**config.mk**
```make
export PLATFORM = sky130hd
export DESIGN_NAME = fwd_scoreboard
export DESIGN_NICKNAME = d
export VERILOG_FILES = /design/src/rtl/fwd_pkg.sv /design/src/rtl/fwd_match.sv /design/src/rtl/fwd_scoreboard.sv
export SDC_FILE = /design/constraint.sdc
export NUM_CORES = 1
export LEC_CHECK = 0
export ABC_AREA = 1
export ABC_CLOCK_PERIOD_IN_PS = 1700
export BUFFER_PORTS_ARGS = -buffer_cell sky130_fd_sc_hd__clkbuf_2
export CAP_MARGIN = 10
export CORE_AREA = 2 2 41 72
export CTS_CLUSTER_DIAMETER = 200
export DETAILED_ROUTE_END_ITERATION = 6
export DIE_AREA = 0 0 43 74
export PLACE_DENSITY = 0.85
export SLEW_MARGIN = 0
export SYNTH_ARGS = -nofsm -noshare
export SYNTH_HDL_FRONTEND = slang
export SYNTH_SLANG_ARGS = --single-unit
```
**constraint.sdc**
```tcl
create_clock -name Clk -period 1.7 [get_ports Clk]
set_input_delay 0.34 -clock Clk [delete_from_list [all_inputs] [get_ports Clk]]
set_output_delay 0.34 -clock Clk [all_outputs]
set_load 0.02 [all_outputs]
```
**src/rtl/fwd_pkg.sv**
```systemverilog
// Shared types for the forwarding/load-use hazard unit: the in-flight entry
// record, the bubble constant and the bypass-select width helper.
package fwd_pkg;

   // Register tags are stored zero-extended to this width so the record type
   // does not depend on the instantiating module's REG_ADDR_W.
   localparam int FWD_RD_W = 16;

   typedef struct packed {
      logic                valid;
      logic [FWD_RD_W-1:0] rd;
      logic                regwrite;
      logic                memread;
   } fwd_entry_t;

   localparam fwd_entry_t FWD_BUBBLE = '0;

   // Select 0 means register file, k means entry k-1, so DEPTH+1 codes.
   function automatic int fwd_sel_w(input int depth);
      return $clog2(depth + 1);
   endfunction

endpackage

```
**src/rtl/fwd_match.sv**
```systemverilog
// Per-operand youngest-first match over the in-flight entries. Produces the
// bypass select and a hazard bit when the youngest match is a load that is
// not yet forwardable.
module fwd_match
   import fwd_pkg::*;
#(
   parameter int DEPTH    = 3,
   parameter int LOAD_LAT = 2,
   parameter int SEL_W    = 2
) (
   input  fwd_entry_t          entries [DEPTH],
   input  logic [FWD_RD_W-1:0] addr,
   input  logic                used,
   output logic [SEL_W-1:0]    sel,
   output logic                hazard
);

   // Scan oldest to youngest so the youngest match overwrites older ones;
   // an older ALU producer therefore can never hide a younger load.
   always_comb begin
      sel    = '0;
      hazard = 1'b0;
      if (used && (addr != '0)) begin
         for (int k = DEPTH - 1; k >= 0; k--) begin
            if (entries[k].valid && entries[k].regwrite && (entries[k].rd == addr)) begin
               hazard = entries[k].memread && (k < LOAD_LAT);
               sel    = hazard ? '0 : SEL_W'(k + 1);
            end
         end
      end
   end

endmodule

```
**src/rtl/fwd_scoreboard.sv**
```systemverilog
// Forwarding and load-use hazard unit beside the decode/issue stage.
// Tracks destination tags of in-flight instructions in a DEPTH-entry shift
// register and issues per-port bypass selects plus a load-use Stall.
// Optional macro FWD_STATS_EN adds saturating Stall_Count / Fwd_Count.
module fwd_scoreboard
   import fwd_pkg::*;
#(
   parameter int REG_ADDR_W = 5,
   parameter int NUM_SRC    = 2,
   parameter int DEPTH      = 3,
   parameter int LOAD_LAT   = 2,
   localparam int SEL_W     = fwd_sel_w(DEPTH)
) (
   input  logic                          Clk,
   input  logic                          Rst_n,
   input  logic                          Issue_Valid,
   input  logic [REG_ADDR_W-1:0]         Issue_Rd,
   input  logic                          Issue_RegWrite,
   input  logic                          Issue_MemRead,
   input  logic                          Flush,
   input  logic [NUM_SRC*REG_ADDR_W-1:0] Src_Addr,
   input  logic [NUM_SRC-1:0]            Src_Used,
   output logic                          Stall,
   output logic [NUM_SRC*SEL_W-1:0]      Fwd_Sel
`ifdef FWD_STATS_EN
   ,
   output logic [31:0]                   Stall_Count,
   output logic [31:0]                   Fwd_Count
`endif
);

   fwd_entry_t             entry_q [DEPTH];
   fwd_entry_t             entry_d [DEPTH];
   logic [SEL_W-1:0]       sel_raw [NUM_SRC];
   logic [NUM_SRC-1:0]     hazard;

   // Next state of the in-flight shift register; a stalled or flushed issue
   // enters as a bubble.
   always_comb begin
      entry_d[0] = FWD_BUBBLE;
      if (Issue_Valid && !Stall && !Flush) begin
         entry_d[0].valid    = 1'b1;
         entry_d[0].rd       = FWD_RD_W'(Issue_Rd);
         entry_d[0].regwrite = Issue_RegWrite;
         entry_d[0].memread  = Issue_MemRead;
      end
      for (int k = 1; k < DEPTH; k++) begin
         entry_d[k] = entry_q[k-1];
      end
   end

   // Entry registers; reset invalidates everything immediately.
   always_ff @(posedge Clk or negedge Rst_n) begin
      if (!Rst_n) begin
         for (int k = 0; k < DEPTH; k++) begin
            entry_q[k] <= FWD_BUBBLE;
         end
      end else begin
         entry_q <= entry_d;
      end
   end

   for (genvar p = 0; p < NUM_SRC; p++) begin : g_match
      fwd_match #(
         .DEPTH    (DEPTH),
         .LOAD_LAT (LOAD_LAT),
         .SEL_W    (SEL_W)
      ) u_match (
         .entries (entry_q),
         .addr    (FWD_RD_W'(Src_Addr[p*REG_ADDR_W +: REG_ADDR_W])),
         .used    (Src_Used[p]),
         .sel     (sel_raw[p]),
         .hazard  (hazard[p])
      );
   end

   assign Stall = |hazard;

   // Bypass selects are suppressed while the issue stage is held.
   always_comb begin
      Fwd_Sel = '0;
      if (!Stall) begin
         for (int p = 0; p < NUM_SRC; p++) begin
            Fwd_Sel[p*SEL_W +: SEL_W] = sel_raw[p];
         end
      end
   end

`ifdef FWD_STATS_EN
   logic [31:0] stall_count_q, stall_count_d;
   logic [31:0] fwd_count_q, fwd_count_d;

   function automatic logic [31:0] sat_inc(input logic [31:0] v, input logic en);
      return (en && (v != 32'hFFFF_FFFF)) ? v + 32'd1 : v;
   endfunction

   // Saturating event counters for stall and forwarding cycles.
   always_comb begin
      stall_count_d = sat_inc(stall_count_q, Stall);
      fwd_count_d   = sat_inc(fwd_count_q, |Fwd_Sel);
   end

   // Counter registers, cleared by reset.
   always_ff @(posedge Clk or negedge Rst_n) begin
      if (!Rst_n) begin
         stall_count_q <= '0;
         fwd_count_q   <= '0;
      end else begin
         stall_count_q <= stall_count_d;
         fwd_count_q   <= fwd_count_d;
      end
   end

   assign Stall_Count = stall_count_q;
   assign Fwd_Count   = fwd_count_q;
`endif

endmodule
```
==> reports/qor.txt <==
Hold Slack: 0.0388 ns
pre-CTS setup slack: -0.149 ns
Synth area leader: dfrtp_1
placed cell count: 259
H-tree Lvls: 1
Via-to-Cell Ratio: 5.33
crit path kind: register to output port
prevailing post-synth register cell: dfrtp_1
largest net degree at the start of global routing: 24
Seq/Total Area, Yosys: 43.2%
n_diodes: 0
syn nets: 216
Worst Setup Start Kind: register
clock tree buffer depth: 2
Mean Syn Cell Area: 6.91 sq um
met2 Use GR: 37.4%
Total GRT Usage: 23.0%
crit path DAT: 1.73 ns
unrepaired setup endpoints after global routing: true
clk root buf: clkbuf_8
Post-DRT Antenna Nets: 0
worst r2r src: entry_d[21]$_DFF_PN0_
Seq. cell area: 578 sq um
hpwl dp: 2620 um
final worst slack: -0.372 ns
die area: 0.00318 sq mm
final core utilization: 68.6%
WL/cell: 13.1 um
drt first pass iters: 5
worst path bufs/invs: 3
first-pass GRT wire length: 5310 um
synthesized instance count: 193
Mapped Area: 0.00133 sq mm
Syn-to-layout area delta: 35.1%
Worst setup EP type: output port
met3 GRT Util: 2.91%
worst setup path start: entry_d[22]$_DFF_PN0_
status: complete, but fails checks
TritonCTS clock tree: yes
clock-pin slew of the registers on the worst-case setup and hold paths: 0.08 ns
Non-Filler Instances: 269
cts bufs inserted: 3
total clock sinks: 23
top cell family by delay on the critical path: simple AND/OR/NAND/NOR gates
worst-margin pin slew: 0.527 ns
WL final: 3530 um
Clock Skew: 0.00610 ns
DRT iter0 DRCs: 41
Max-slew headroom: 64.8%
Final period util: 122%
violated checks: setup timing
total of max-cap violations: 0
worst endpoint required time: 1.36 ns
row count: 25
top post-synthesis cells by count: nand2_1, nor2_1, inv_1, dfrtp_1, nand4_1
CP max FO: 3
Power Dens Cells: 614 mW/mm^2
worst path cell trace: inv_1 > nand2_1 > nand2_1 > nor2_4 > nand3_2 > buf_4 > nand2_1 > nand3_1 > nor2_2 > buf_6
Die Y: 74 um
Starting Density: 50.8%
vias: 1,435
GPL Wtd Cong: 0.958
Nets: 266
EDFF count, synth: 0
die width: 43 um
Tmin final: 2.07 ns
worst skew pair latency: 0.26 ns
Yosys Warn Count: 0
ratio of cells with drive above 1 in the final layout: 38.4%
DRC: 0
Core ar.: 0.00263 sq mm
vias in the first global route: 1,286
Yosys reg bits: 23
top-count cell post-synth: nand2_1
Final Hold Viols: 0
Pwr Total: 1.11 mW
Hold Crit Class: input pin to async pin
f_max: 0.483 GHz
distinct cell type count of the synthesized netlist: 20
I/O Pins: 28
Synth top area share: 43.2%
Crit path top cell by count: nand2_1
Async S/R FF share, synth: 100%
Max Slew Vio Count: 0
met1 Usage GRT: 23.7%
Max stage delay cell, worst path: dfrtp_1
maximum VDD drop: 0.672 mV
total grt overflow: 0
area of the multi-input gates: 704 sq um
antenna violations before repair: 0
top cells by area, synth: dfrtp_1, nand2_1, nor2_1
endpoints failing setup: 7
Pleak: 0.970 nW
Slowest Stage Delay on Critical Path: 0.37 ns
IO buf count: 27
GRT busiest layer: met2
Fillers: 224
==> kinds of logic (layout without fill, tap and decap cells) <==
group / count (synthesis) / count (layout) / synth area share, %
buf+inv: 37 / 86 / 10.4
xor+xnor: 4 / 4 / 2.63
compound gates: 14 / 14 / 5.53
simple gates: 115 / 115 / 38.3
flops: 23 / 23 / 43.2
==> worst register-to-register path, delay by kind of cell, from the launching register on <==
kind / cells / cell delay [ns]
and+or+nand+nor: 7 / 0.69
DFF: 1 / 0.45
buffers and inverters: 3 / 0.40
AOI/OAI and AO/OA: 1 / 0.06
==> flip-flops by register name (all words and copies together) (netlist names) <==
register  cells
entry_d      16
entry_q       7
==> layout make-up <==
cell class              instances  area share [%]
flip-flops and latches         23            32.1
clock buffers                   4            2.50
inverters                      37            7.71
multi-input cells             133            39.1
repair buffers                 45            16.7
well taps                      27            1.87
==> placed cells by master (no fill, tap or decap), drive strengths merged <==
| cell | count |
|---|---|
| a21oi | 5 |
| buf | 23 |
| clkbuf | 26 |
| dfrtp | 23 |
| inv | 37 |
| nand2 | 57 |
| nand3 | 10 |
| nand4 | 9 |
| nor2 | 35 |
| nor3 | 3 |
| o21ai | 9 |
| or2 | 1 |
| xnor2 | 2 |
| xor2 | 2 |
==> report_power, final <==
| part | total, mW | switching, mW | leakage, nW | internal, mW |
|---|---|---|---|---|
| Combinational | 0.192 | 0.115 | 0.643 | 0.0776 |
| Clock | 0.326 | 0.159 | 0.0228 | 0.167 |
| Sequential | 0.589 | 0.0196 | 0.305 | 0.569 |
==> through the flow <==
stage	setup TNS [ns]	area, sq um
final	-1.80	1800
after global routing	-3.31	1800
after CTS	-1.52	1690
after detailed placement	-0.661	1590
after global placement	-0.527	1590
after floorplan	-0.197	1330
==> worst paths after layout <==
| kind | depth (start not counted) | slack (ns) | to |
|---|---|---|---|
| max | 10 | -0.37 | Fwd_Sel[2] |
| min reg2reg | 0 | 0.38 | entry_q[1]$_DFF_PN0_ |
| max in group asynchronous | 1 | 1.27 | entry_d[21]$_DFF_PN0_ |
| min | 1 | 0.04 | entry_d[20]$_DFF_PN0_ |
| max reg2reg | 11 | 0 | entry_d[24]$_DFF_PN0_ |
| min in group Clk | 3 | 0.25 | entry_d[20]$_DFF_PN0_ |
==> repair_timing <==
action	CTS	global route
pin swaps	8	18
gates resized for setup	10	42
setup buffers	3	3
setup endpoints to repair	5	13
hold buffers	0	0
==> layer usage <==
metal | share of wire, % | up-vias
met5 | 0 | -
met4 | 8.7 | 0
met3 | 4.0 | 26
met2 | 52 | 57
met1 | 35 | 659
li1 | - | 693
Power figures use the tool's default switching activity.
